### src/rtl/fp_pkg.sv
// Shared single-precision constants, FSM encoding and small result builders
// used by the divider and its operand classifier.
package fp_pkg;

  localparam int FP_EXP_W = 8;
  localparam int FP_MAN_W = 23;
  localparam int FP_BIAS  = 127;
  localparam int DIV_ITER = 26;

  localparam logic [31:0] QNAN = 32'h7FC00000;

  typedef enum logic [1:0] {
    S_IDLE,
    S_CALC,
    S_ROUND,
    S_DONE
  } state_e;

  function automatic logic [31:0] fp_inf(input logic sign);
    return {sign, {FP_EXP_W{1'b1}}, {FP_MAN_W{1'b0}}};
  endfunction

  function automatic logic [31:0] fp_zero(input logic sign);
    return {sign, 31'h0};
  endfunction

endpackage

### src/rtl/fp_classify.sv
// Combinational zero/inf/NaN flags for one operand; denormals report as zero.
module fp_classify
  import fp_pkg::*;
(
  input  logic [30:0] mag,
  output logic        is_zero,
  output logic        is_inf,
  output logic        is_nan
);

  logic [FP_EXP_W-1:0] exp_f;
  logic [FP_MAN_W-1:0] man_f;

  assign exp_f   = mag[30:FP_MAN_W];
  assign man_f   = mag[FP_MAN_W-1:0];
  assign is_zero = (exp_f == '0);
  assign is_inf  = (exp_f == '1) && (man_f == '0);
  assign is_nan  = (exp_f == '1) && (man_f != '0);

endmodule

### src/rtl/float_divider.sv
// Fixed-latency IEEE-754 single-precision divider: 26-cycle restoring division,
// one normalise/round cycle, one delivery cycle; done pulses 28 edges after start.
module float_divider
  import fp_pkg::*;
(
  input  logic        clk,
  input  logic        clrn,
  input  logic        start,
  input  logic [31:0] input_a,
  input  logic [31:0] input_b,
  output logic [31:0] output_z,
  output logic        busy,
  output logic        done,
  output logic        exception
);

  state_e      state_q, state_d;
  logic [4:0]  cnt_q, cnt_d;
  logic [31:0] a_q, a_d, b_q, b_d;
  logic [25:0] rem_q, rem_d, quo_q, quo_d;
  logic [31:0] res_q, res_d, z_q, z_d;
  logic        res_exc_q, res_exc_d, exc_q, exc_d;
  logic        busy_q, busy_d, done_q, done_d;

  logic zero_a, inf_a, nan_a, zero_b, inf_b, nan_b;

  fp_classify u_class_a (.mag(a_q[30:0]), .is_zero(zero_a), .is_inf(inf_a), .is_nan(nan_a));
  fp_classify u_class_b (.mag(b_q[30:0]), .is_zero(zero_b), .is_inf(inf_b), .is_nan(nan_b));

  logic [25:0] mb_ext;
  logic        rem_ge;

  assign mb_ext = {2'b00, 1'b1, b_q[FP_MAN_W-1:0]};
  assign rem_ge = (rem_q >= mb_ext);

  logic               sign;
  logic signed [9:0]  exp_s, exp_n, exp_f;
  logic [22:0]        mant;
  logic [23:0]        mant_r;
  logic               guard, sticky, round_up;
  logic [31:0]        calc_z;
  logic               calc_exc;

  // Normalise, round-to-nearest-even, range check, then special-case override.
  always_comb begin
    sign  = a_q[31] ^ b_q[31];
    exp_s = 10'({2'b00, a_q[30:23]}) - 10'({2'b00, b_q[30:23]}) + 10'(FP_BIAS);
    if (quo_q[25]) begin
      mant   = quo_q[24:2];
      guard  = quo_q[1];
      sticky = quo_q[0] | (|rem_q);
      exp_n  = exp_s;
    end else begin
      mant   = quo_q[23:1];
      guard  = quo_q[0];
      sticky = |rem_q;
      exp_n  = exp_s - 10'sd1;
    end
    round_up = guard & (sticky | mant[0]);
    mant_r   = {1'b0, mant} + {23'b0, round_up};
    exp_f    = exp_n + $signed({9'b0, mant_r[23]});

    calc_exc = 1'b0;
    if (exp_f >= 10'sd255)     calc_z = fp_inf(sign);
    else if (exp_f <= 10'sd0)  calc_z = fp_zero(sign);
    else                       calc_z = {sign, exp_f[7:0], mant_r[22:0]};

    if (nan_a || nan_b) begin
      calc_z = QNAN;
    end else if ((zero_a && zero_b) || (inf_a && inf_b)) begin
      calc_z   = QNAN;
      calc_exc = 1'b1;
    end else if (zero_b && !inf_a) begin
      calc_z   = fp_inf(sign);
      calc_exc = 1'b1;
    end else if (inf_a) begin
      calc_z = fp_inf(sign);
    end else if (inf_b || zero_a) begin
      calc_z = fp_zero(sign);
    end
  end

  always_comb begin
    // NOTE: every variable gets a default first so no path can infer a latch.
    state_d   = state_q;
    cnt_d     = cnt_q;
    a_d       = a_q;
    b_d       = b_q;
    rem_d     = rem_q;
    quo_d     = quo_q;
    res_d     = res_q;
    res_exc_d = res_exc_q;
    z_d       = z_q;
    exc_d     = exc_q;
    busy_d    = busy_q;
    done_d    = 1'b0;
    unique case (state_q)
      S_IDLE: begin
        if (start) begin
          a_d     = input_a;
          b_d     = input_b;
          rem_d   = {2'b00, 1'b1, input_a[FP_MAN_W-1:0]};
          quo_d   = '0;
          cnt_d   = '0;
          busy_d  = 1'b1;
          state_d = S_CALC;
        end
      end
      S_CALC: begin
        quo_d = {quo_q[24:0], rem_ge};
        rem_d = (rem_ge ? (rem_q - mb_ext) : rem_q) << 1;
        cnt_d = cnt_q + 5'd1;
        if (cnt_q == 5'(DIV_ITER - 1)) begin
          cnt_d   = '0;
          state_d = S_ROUND;
        end
      end
      S_ROUND: begin
        res_d     = calc_z;
        res_exc_d = calc_exc;
        state_d   = S_DONE;
      end
      S_DONE: begin
        z_d     = res_q;
        exc_d   = res_exc_q;
        busy_d  = 1'b0;
        done_d  = 1'b1;
        state_d = S_IDLE;
      end
      default: state_d = S_IDLE;
    endcase
  end

  // NOTE: state updates use non-blocking assignments so all flops sample together;
  // datapath registers are reset too, keeping outputs defined after an abort.
  always_ff @(posedge clk or negedge clrn) begin
    if (!clrn) begin
      state_q   <= S_IDLE;
      cnt_q     <= '0;
      a_q       <= '0;
      b_q       <= '0;
      rem_q     <= '0;
      quo_q     <= '0;
      res_q     <= '0;
      res_exc_q <= 1'b0;
      z_q       <= '0;
      exc_q     <= 1'b0;
      busy_q    <= 1'b0;
      done_q    <= 1'b0;
    end else begin
      state_q   <= state_d;
      cnt_q     <= cnt_d;
      a_q       <= a_d;
      b_q       <= b_d;
      rem_q     <= rem_d;
      quo_q     <= quo_d;
      res_q     <= res_d;
      res_exc_q <= res_exc_d;
      z_q       <= z_d;
      exc_q     <= exc_d;
      busy_q    <= busy_d;
      done_q    <= done_d;
    end
  end

  assign output_z  = z_q;
  assign exception = exc_q;
  assign busy      = busy_q;
  assign done      = done_q;

endmodule

### config.mk
export PLATFORM = sky130hd
export DESIGN_NAME = float_divider
export DESIGN_NICKNAME = d
export VERILOG_FILES = /design/src/rtl/fp_pkg.sv /design/src/rtl/fp_classify.sv /design/src/rtl/float_divider.sv
export SDC_FILE = /design/constraint.sdc
export NUM_CORES = 1
export LEC_CHECK = 0
export BUFFER_PORTS_ARGS = -buffer_cell sky130_fd_sc_hd__buf_4
export CAP_MARGIN = 15
export CORE_ASPECT_RATIO = 2
export CORE_MARGIN = 10
export CORE_UTILIZATION = 41
export CTS_CLUSTER_SIZE = 30
export DETAILED_ROUTE_END_ITERATION = 7
export GPL_TIMING_DRIVEN = 1
export PLACE_DENSITY_LB_ADDON = 0.08
export SYNTH_ARGS = -nofsm -noshare
export SYNTH_HDL_FRONTEND = slang
export SYNTH_SLANG_ARGS = --single-unit
### constraint.sdc
create_clock -name clk -period 10.85 [get_ports clk]
set_input_delay 0 -clock clk [delete_from_list [all_inputs] [get_ports clk]]
set_output_delay 0 -clock clk [all_outputs]
set_load 0.01 [all_outputs]
### Word-level counts from Yosys, hierarchy flattened

Cells that the tools add are included.

| storage, ports and cells | value |
|---|---|
| logic and storage cells | 87 |
| register bits after elaboration | 191 |
| output and inout port bits | 35 |
| input port bits | 67 |

| operators by class | value |
|---|---|
| $add $sub $neg | 7 |
| equality and inequality tests | 8 |
| mux-type cells | 28 |
| reduce and logical (&&, ||, !) cells | 25 |
| magnitude comparators | 3 |
| bitwise logic cells | 4 |

Operators with widths:

| operator | count |
|---|---|
| $mux 31 | 5 |
| $pmux 26 s2 | 2 |
| $mux 32 | 2 |
| $mux 26 | 2 |
| $logic_not 23->1 | 2 |
| $reduce_bool 23->1 | 2 |
| $ge 26x24->1 | 1 |
| $reduce_or 26->1 | 1 |
| $mux 25 | 1 |
| $sub 25x24->25 | 1 |
| $add 23x1->24 | 1 |
| $mux 23 | 1 |
| $eq 8x8->1 const B | 2 |
| $logic_not 8->1 | 2 |
| $add 10x2->10 | 1 |
| $add 9x8->10 const B | 1 |
| $ge 10x9->1 const B | 1 |
| $le 10x1->1 const B | 1 |
| $mux 10 | 1 |
| $mux 5 | 2 |
| $pmux 5 s2 | 1 |
| $sub 10x2->10 const B | 1 |
| $sub 8x8->9 | 1 |
| $pmux 2 s4 | 1 |
| 17 further kinds | 39 |

### Depth between registers and ports, before layout

Gate-level depths: netlist of run 1.

| depth | value |
|---|---|
| depth in word-level cells | 15 |
| mapped depth | 20 |
| depth with buffers taken out | 18 |

### Cells and area by module

A second synthesis of run 1 with hierarchy kept.

| unflattened totals | value |
|---|---|
| cell total of the unflattened synthesis | 1214 |
| area, all modules | 11745.0 um^2 |

By module, submodules not included:

| module | seq. area each (um^2) | cells each | times used | area each (um^2) |
|---|---|---|---|---|
| float_divider | 4779.6 | 1182 | 1 | 11547.3 |
| fp_classify | 0.0 | 16 | 2 | 98.8 |

### Least setup slack after synthesis of run 1

Ideal clock, no wire load.

| timing | value |
|---|---|
| path type | reg-to-reg |
| start | reg quo_q[25] |
| end | reg res_q[22] |
| stages on the path, launching flop included | 20 |
| arrival time | 4.590 ns |
| clock period less this slack | 4.711 ns |
| required time | 10.729 ns |
| path buffers | 1 |
| library setup time | 0.121 ns |
| slack | 6.139 ns |
| path through | dfrtp_1 buf_4 nand2_1 a2111oi_0 and3_1 and3_1 o211a_1 nor3b_1 nand4_1 nor3b_1 ha_1 ha_1 and2_1 and2_0 a31oi_1 xnor2_1 nor4_1 a21boi_2 o2111a_1 o22a_1 |

| between the ends | value |
|---|---|
| word-level cells in the longest chain between the ends | 13 |
| elaborated cells on any way between the ends | 17 |
| classes of those cells | 2 x add/sub; 2 x order compare; 11 x mux; 2 x bitwise |

Ends and longest elaborated chain:

| element | RTL line | RTL |
|---|---|---|
| from (decl) | float_divider.sv:20 | `logic [25:0] rem_q, rem_d, quo_q, quo_d;` |
| from (signal assigned) | float_divider.sv:156 | `quo_q <= quo_d;` |
| $mux 1 or $mux 23 (tied branches) | float_divider.sv:48 | `if (quo_q[25]) begin` |
| $or 1x1->1 | float_divider.sv:59 | `round_up = guard & (sticky \| mant[0]);` |
| $and 1x1->1 | float_divider.sv:59 |  |
| $add 23x1->24 | float_divider.sv:60 | `mant_r = {1'b0, mant} + {23'b0, round_up};` |
| $add 10x2->10 | float_divider.sv:61 | `exp_f = exp_n + $signed({9'b0, mant_r[23]});` |
| $le 10x1->1 | float_divider.sv:65 | `else if (exp_f <= 10'sd0) calc_z = fp_zero(sign);` |
| $mux 31 | float_divider.sv:65 |  |
| $mux 31 (*) | float_divider.sv:64 | `if (exp_f >= 10'sd255) calc_z = fp_inf(sign);` |
| $mux 31 (*) | float_divider.sv:78 | `end else if (inf_b \|\| zero_a) begin` |
| $mux 31 (*) | float_divider.sv:76 | `end else if (inf_a) begin` |
| $mux 31 (*) | float_divider.sv:73 | `end else if (zero_b && !inf_a) begin` |
| $mux 32 (*) | float_divider.sv:70 | `end else if ((zero_a && zero_b) \|\| (inf_a && inf_b)) begin` |
| $mux 32 (*) | float_divider.sv:68 | `if (nan_a \|\| nan_b) begin` |
| to (signal assigned) | float_divider.sv:157 | `res_q <= res_d;` |
| to (decl) | float_divider.sv:21 | `logic [31:0] res_q, res_d, z_q, z_d;` |

Every way passes the cells marked *; elsewhere a longest branch is shown, timed or not.
A chain may end at the register's enable or synchronous reset.

### Final worst setup path of run 1

| timing | value |
|---|---|
| start | reg quo_q[25] |
| end | reg res_q[20] |

Same word-level chain as after synthesis.

==> results of run 1 <==
-- through the flow --
stage | total power, uW | utilization, % | hold WS [ps] | cell area [um^2] | instances
final | 4650 | 50.1 | 122 | 13400 | 1624
after floorplan | 3230 | - | -296 | 11100 | 1120
after detailed placement | 3980 | 45.3 | 62.5 | 12100 | 1526
after global placement | 3960 | 45.3 | 66.9 | 12100 | 1526
after global routing | 5030 | 50.1 | 177 | 13400 | 1624
after CTS | 4690 | 50.1 | 141 | 13400 | 1624
-- synthesized netlist by cell type, types with 10 or more instances --
master    number
nor4_1        25
nand3_1       22
o21ai_0       48
o22ai_1       35
a31oi_1       10
xor2_1        27
and3_1        16
dfrtp_1      191
a21o_1        19
nand2b_1      11
nor2_1        71
and2_1        11
inv_1         75
a21oi_1       76
nand2_1       72
xnor2_1       37
a22o_1        22
clkbuf_1      43
nand4_1       20
nor3_1        16
mux2_2       100
nor2b_1       10
mux2i_1       13
ha_1          42
-- kinds of logic (layout without fill, tap and decap cells) --
family                   count (synthesis)  in the layout  synth area share [%]
AO/OA/AOI/OAI                          278            278                  16.6
XOR/XNOR                                66             66                  5.36
adder cells (fa/ha/maj)                 44             44                  5.11
buffers and inverters                  127            283                  4.48
flip-flops                             191            191                  43.2
multiplexers                           113            113                  11.4
AND/OR/NAND/NOR                        301            301                  13.9
-- final timing paths --
| kind | cells after the start | end | slack [ps] | startpoint |
|---|---|---|---|---|
| max in group asynchronous | 3 | quo_q[4] | 9510 | clrn |
| min | 2 | output_z[27] | 120 | clrn |
| min reg2reg | 2 | res_q[30] | 490 | res_q[30] |
| max | 19 | res_q[20] | 4930 | quo_q[25] |
| min in group clk | 3 | b_q[4] | 300 | input_b[4] |
| max reg2reg | 19 | res_q[20] | 4930 | quo_q[25] |
-- power groups by stage --
| stage | clock network [uW] | registers (uW) | logic, uW |
|---|---|---|---|
| 2_1_floorplan | 0 | 1100 | 2130 |
| 3_3_place_gp | 0 | 1180 | 2780 |
| 3_5_place_dp | 0 | 1190 | 2790 |
| 4_1_cts | 686 | 1170 | 2830 |
| 5_1_grt | 715 | 1190 | 3120 |
| 6_report | 666 | 1170 | 2810 |
-- layout by cell type, fill, tap and decap left out, types with 7 or more instances in the layout --
| master | n |
|---|---|
| a21o_1 | 19 |
| buf_4 | 108 |
| mux2_2 | 100 |
| and3_1 | 16 |
| clkbuf_16 | 17 |
| nand2b_1 | 11 |
| ha_1 | 41 |
| inv_1 | 75 |
| dlygate4sd3_1 | 66 |
| and2_1 | 11 |
| o21a_1 | 7 |
| o21ai_0 | 47 |
| nor2_1 | 70 |
| nor4_1 | 25 |
| a22o_1 | 22 |
| a21boi_0 | 7 |
| nor3_1 | 16 |
| nand2_1 | 71 |
| nand3_1 | 22 |
| a21oi_1 | 75 |
| mux2i_1 | 13 |
| nor2b_1 | 10 |
| xor2_1 | 27 |
| xnor2_1 | 37 |
| o211ai_1 | 7 |
| o22ai_1 | 35 |
| dfrtp_1 | 191 |
| nand4_1 | 20 |
| a31oi_1 | 10 |
-- area by class of cell --
cell class | count | area [um^2] | area share [%]
Multi-Input combinational cell | 802 | 5810 | 43.3
Timing Repair Buffer | 175 | 1490 | 11.1
Tap cell | 348 | 435 | 3.25
Sequential cell | 191 | 4780 | 35.6
Inverter | 76 | 285 | 2.13
Clock inverter | 13 | 166 | 1.24
Clock buffer | 19 | 453 | 3.38
-- worst max-delay path, delay by kind of cell, from the launching register on --
family / cells / cell delay (ps)
xor gates and xnor gates: 1 / 190
adders and majority gates: 2 / 390
buffers and inverters: 1 / 430
AOI/OAI and AO/OA: 5 / 1360
and+or+nand+nor: 10 / 3040
DFF: 1 / 330
-- flip-flops by register name, indices dropped and copies added (netlist names), 2 cells and up --
signal and cells:
quo_q 26, rem_q 26, output_z 32, a_q 32, res_q 32, cnt_q 5
b_q 32, state_q 2
-- metal layers --
layer	vias up	wire, um
met4	0	1380
met1	4412	10900
met5	-	0
li1	4329	-
met2	147	19100
met3	66	726
-- repair_timing --
| item | 4_1_cts | 5_1_grt |
|---|---|---|
| hold buffers | 66 | 0 |
| setup endpoints to repair | 0 | 0 |
| hold endpoints to repair | 157 | 0 |
| setup buffers | 0 | 0 |
==> key figures, run 1 <==
Floorplanning
  – Row count: 85
  – Die height: 252 um
  – Die area: 0.0343 mm^2
  – Initial Utilization: 41.3%
  – Top Ports: 102
  – DIE WIDTH: 136 um
  – Core footprint: 0.0268 mm^2

Layout
  – Layout cells sized above 1: 20.6%
  – Nets: 1374
  – Fill count: 2578
  – Diode count: 0
  – Area delta synth->final: 21.3%

Place
  – Gpl congestion: 0.892
  – Pre-CTS setup slack: 4950 ps
  – Post-DP HPWL: 24000 um
  – Port buffer count: 101

Clock tree
  – Clock latency on the worst-skew pair: 470 ps
  – # clock sinks: 191
  – Number of H-tree levels: 4
  – Num CTS Buffers: 17
  – Reg clk slew, reported paths: 70 ps
  – Clock Root Buffer: clkbuf_16
  – Clock Path Buffers: 2
  – CTS tree: done
  – Post-cts resize count: 0

Drt
  – Pre-antenna DRT Iters: 5
  – Initial drt markers: 563
  – Post-DRT Antenna Nets: 0
  – Vias per std cell: 5.51
  – Final wirelength: 32100 um
  – Drt drc: 0
  – Vias: 8954
  – WL/cell: 19.8 um

Yosys
  – Post-synth EDFFs: 0
  – Syn_nets: 1231
  – Area leader, netlist: dfrtp_1
  – Synth Instances: 1120
  – Synth warn: 0
  – Synth top area cells: dfrtp_1 (43%), mux2_2 (10%), ha_1 (4.8%), a21oi_1 (3.4%), xnor2_1 (2.9%)
  – Async set-reset flop share out of synthesis: 100%
  – #FFs+latches synth: 191
  – Synthesized area: 0.0111 mm^2
  – Top cell type's share of synthesized area: 43.2%
  – Post-Syn Area per Cell: 9.87 um^2
  – Synth Flop Type: dfrtp_1
  – Netlist cell types: 74
  – Register area share after synthesis: 43.2%

Run status
  – Status: completed

Timing
  – Final hold violations: 0
  – Slew @ Worst Pin: 1000 ps
  – Worst setup margin: 4930 ps
  – Sum Neg Setup Slack: 0 ps
  – Slew headroom: 33.1%
  – Final period util: 54.5%
  – Setup violators final: 0
  – Final slew viol count: 0
  – FMAX: 169 MHz
  – Clock skew: 13.2 ps
  – Tmin final: 5920 ps
  – Unrepaired setup endpoints after global routing: no

Worst setup path
  – Slowest stage cell, crit path: a2111oi_0
  – Max incr delay on CP: 670 ps
  – Worst setup path category: flip-flop to flip-flop
  – Crit end category: flip-flop
  – Crit path DAT: 6250 ps
  – CP Cell Sequence: buf_4, nand2_1, a2111oi_0, and3_1, and3_1, o211a_1, nor3b_1, nand4_1, nor3b_1, ha_1, ha_1, and2_1, and2_0, a31oi_1, xnor2_1, nor4_1, a21boi_2, nand3b_4, o22ai_1
  – Worst Path Max Fanout: 51
  – CP required: 11180 ps
  – Startpoint types: flip-flop

Global routing
  – Met2 Usage GRT: 38.1%
  – First-pass GRT wire length: 50300 um
  – Layer with the highest usage: met2
  – Vias in the first global route: 9240
  – GR Util All Layers: 19.0%
  – Met3 Track Usage GR: 2.71%
  – Grt total ovfl: 0
  – Initial antenna violation count: 0
  – Met1 GRT Util: 17.4%
  – Largest net degree at the start of global routing: 74

Pwr
  – Sw frac: 47.2%
  – P_sw: 2200 uW
  – Clock power share: 14.3%
  – LEAKAGE: 0.00593 uW
  – Comb power frac: 60.5%
  – Sequential share of power: 25.2%
  – Internal power: 2450 uW
  – Power Density: 346 mW/mm^2
  – Worst VDD drop: 247 uV

Run
  – Max-cap viol count: 0

Hold path
  – Hold WC Path Type: input pin to async pin
Power figures use the tool's default switching activity.
==> run 2, diff against run 1 <==
- ABC_AREA: not set -> 1
- clock period: 10.85 -> 5.5 ns (I/O delays scaled with it)
==> key figures, run 2 <==
Worst setup path
  – R2r setup slk: 680 ps (-4250 ps)
  – Critical Path Sink: res_q[1]
  – Most frequent CP cell: nand2_1
  – Reg2reg end: res_q[1]
  – CP Buf/Inv Count: 1 (unchanged)
  – Worst r2r src: quo_q[25]
  – Worst Path Max Fanout: 19 (-63%)
  – Startpoint types: flip-flop
  – CP Depth: 26 (+7)
  – Reg2Reg Depth: 26 (+7)
  – Max incr delay on CP: 550 ps (-120 ps)
  – Crit end category: flip-flop
  – CP delay by family, top: simple AND/OR/NAND/NOR gates
  – Crit path launch: quo_q[25]
  – CP required: 5890 ps (-5290 ps)
  – Slowest stage cell, crit path: dfrtp_1
  – Crit path DAT: 5210 ps (-1040 ps)
  – Worst setup path category: flip-flop to flip-flop

Floorplanning
  – Row count: 85 (unchanged)
  – Core footprint: 0.0269 mm^2 (+0.40%)
  – Top Ports: 102 (unchanged)
  – Die height: 254 um (+0.49%)
  – Initial Utilization: 41.5% (+0.27 points)
  – Die area: 0.0347 mm^2 (+0.94%)
  – DIE WIDTH: 137 um (+0.45%)

Drt
  – Vias per std cell: 5.01 (-9.1%)
  – Pre-antenna DRT Iters: 5 (unchanged)
  – Vias: 10065 (+12%)
  – WL/cell: 15.1 um (-23%)
  – Final wirelength: 30400 um (-5.3%)
  – Initial drt markers: 451 (-20%)
  – Post-DRT Antenna Nets: 0 (unchanged)
  – Drt drc: 0 (unchanged)

Global routing
  – GR Util All Layers: 18.2% (-0.80 points)
  – Vias in the first global route: 10304 (+12%)
  – Grt total ovfl: 0 (unchanged)
  – First-pass GRT wire length: 50400 um (+0.26%)
  – Initial antenna violation count: 0 (unchanged)
  – Largest net degree at the start of global routing: 83 (+12%)

Run
  – Max-cap viol count: 0 (unchanged)

Run status
  – Status: completed

Place
  – Port buffer count: 101 (unchanged)
  – Placed Instances: 1910 (+25%)
  – Gpl congestion: 0.907 (+1.7%)
  – Post-DP HPWL: 23400 um (-2.8%)
  – Pre-CTS setup slack: 655 ps (-4290 ps)

Yosys
  – Post-Syn Area per Cell: 7.46 um^2 (-24%)
  – Synth Instances: 1499 (+34%)
  – Async set-reset flop share out of synthesis: 100% (unchanged)
  – #FFs+latches synth: 191 (unchanged)
  – Count leader, synth: nand2_1
  – Post-synth EDFFs: 0 (unchanged)
  – Register area share after synthesis: 42.8% (-0.45 points)
  – Area leader, netlist: dfrtp_1
  – Synthesized area: 0.0112 mm^2 (+1.1%)
  – Top cell type's share of synthesized area: 42.8% (-0.45 points)
  – Top cells by count, synth: nand2_1 (479), dfrtp_1 (191), inv_1 (157)
  – Synth Flop Type: dfrtp_1
  – Syn_nets: 1610 (+31%)
  – Synth top area cells: dfrtp_1 (43%), nand2_1 (16%), inv_1 (5.3%), o21ai_0 (5.2%), ha_1 (4.7%)
  – Synth warn: 0 (unchanged)
  – Netlist cell types: 48 (-35%)

Clock tree
  – Clock latency on the worst-skew pair: 450 ps (-20 ps)
  – CTS tree: done
  – Number of H-tree levels: 4 (unchanged)
  – Post-CTS setup buffer count: 0 (unchanged)
  – Clock Root Buffer: clkbuf_16
  – Num CTS Buffers: 17 (unchanged)
  – # clock sinks: 191 (unchanged)
  – Reg clk slew, reported paths: 80 ps (about the same)
  – Clock Path Buffers: 2 (unchanged)

Timing
  – Slew headroom: 33.9% (+0.84 points)
  – FMAX: 208 MHz (+23%)
  – Worst setup margin: 683 ps (-4250 ps)
  – Setup violators final: 0 (unchanged)
  – Final hold violations: 0 (unchanged)
  – Unrepaired setup endpoints after global routing: no
  – Hold Slack: 137 ps (+15.2 ps)
  – Final slew viol count: 0 (unchanged)
  – Sum Neg Setup Slack: 0 ps (unchanged)
  – Final period util: 87.6% (+33 points)
  – Tmin final: 4820 ps (-1100 ps)
  – Clock skew: 14.2 ps (+0.925 ps)
  – Slew @ Worst Pin: 985 ps (-18.8 ps)

Layout
  – Diode count: 0 (unchanged)
  – Layout cells sized above 1: 11.0% (-9.6 points)
  – Area delta synth->final: 20.9%
  – Nets: 1758 (+28%)
  – Fin cells: 2008 (+24%)
  – Commonest non-fill, non-tap cell in the layout: nand2_1
  – Most frequent cells in the layout: nand2_1 (479), dfrtp_1 (191), inv_1 (156), o21ai_0 (116), buf_4 (114)

Hold path
  – Hold WC Path Type: input pin to async pin
[run 2: layer usage]
layer | track usage (%) | routed length [um] | vias up
li1 | - | - | 5192
met1 | 17.7 | 11000 | 4657
met2 | 35.3 | 17300 | 167
met3 | 3.38 | 1040 | 49
met4 | 7.92 | 1050 | 0
met5 | 0 | 0 | -
[run 2: kinds of logic after synthesis]
kind of cell / share of synthesized area, %
buf+inv: 7.57
fa+ha+maj: 5.06
simple gates: 27.9
compound gates: 13.6
xor+xnor: 3.06
flops: 42.8
[run 2: worst reg2reg max path: stages (launching register included)]
cell	delay [ps]
dfrtp_1	550
o21ai_0	350
nand2_1	160
nor2_2	180
nand4_1	150
nor2_1	180
nand2_1	120
nor2_2	150
nand4_1	120
nor2_1	150
nand2_1	120
nor2_2	170
nand4_1	210
nor2_1	200
ha_1	190
ha_1	190
nand2_1	80
a21oi_1	190
nand2_1	110
nor2_1	150
nand3_1	120
nand2_1	110
nand2_2	90
o21ai_4	250
buf_4	280
nand3_1	110
nand2_1	70
[run 2: cell type report]
class,instances,area [um^2]
fill,2713,13400
inverter,164,616
tap,348,435
timing repair buffer,181,1530
clock inverter,12,119
clock buffer,20,467
sequential,191,4780
multi-input combinational,1092,5560
[run 2: worst min-delay path by stage]
stage,startpoint,end,slack [ps],cells past startpoint
2_1_floorplan,clrn,a_q[0],-300,0
3_3_place_gp,clrn,b_q[26],90,1
3_5_place_dp,clrn,b_q[30],90,1
4_1_cts,clrn,b_q[30],170,2
5_1_grt,clrn,b_q[30],200,2
6_report,clrn,b_q[30],140,2
[run 2: through the flow]
stage | area (um^2) | util, %
after floorplan | 11200 | -
after global placement | 12300 | 45.6
after detailed placement | 12300 | 45.6
after CTS | 13500 | 50.2
after global routing | 13500 | 50.2
final | 13500 | 50.2
[run 2: timing repair]
item                                   CTS  global route
gates resized for setup                  0             0
endpoints found under the hold margin  170             0
hold buffers                            66             0
Power of run 2 is left out: the tool's default activity adds up to more than one toggle a clock period on the data nets, which glitch-free logic cannot reach.
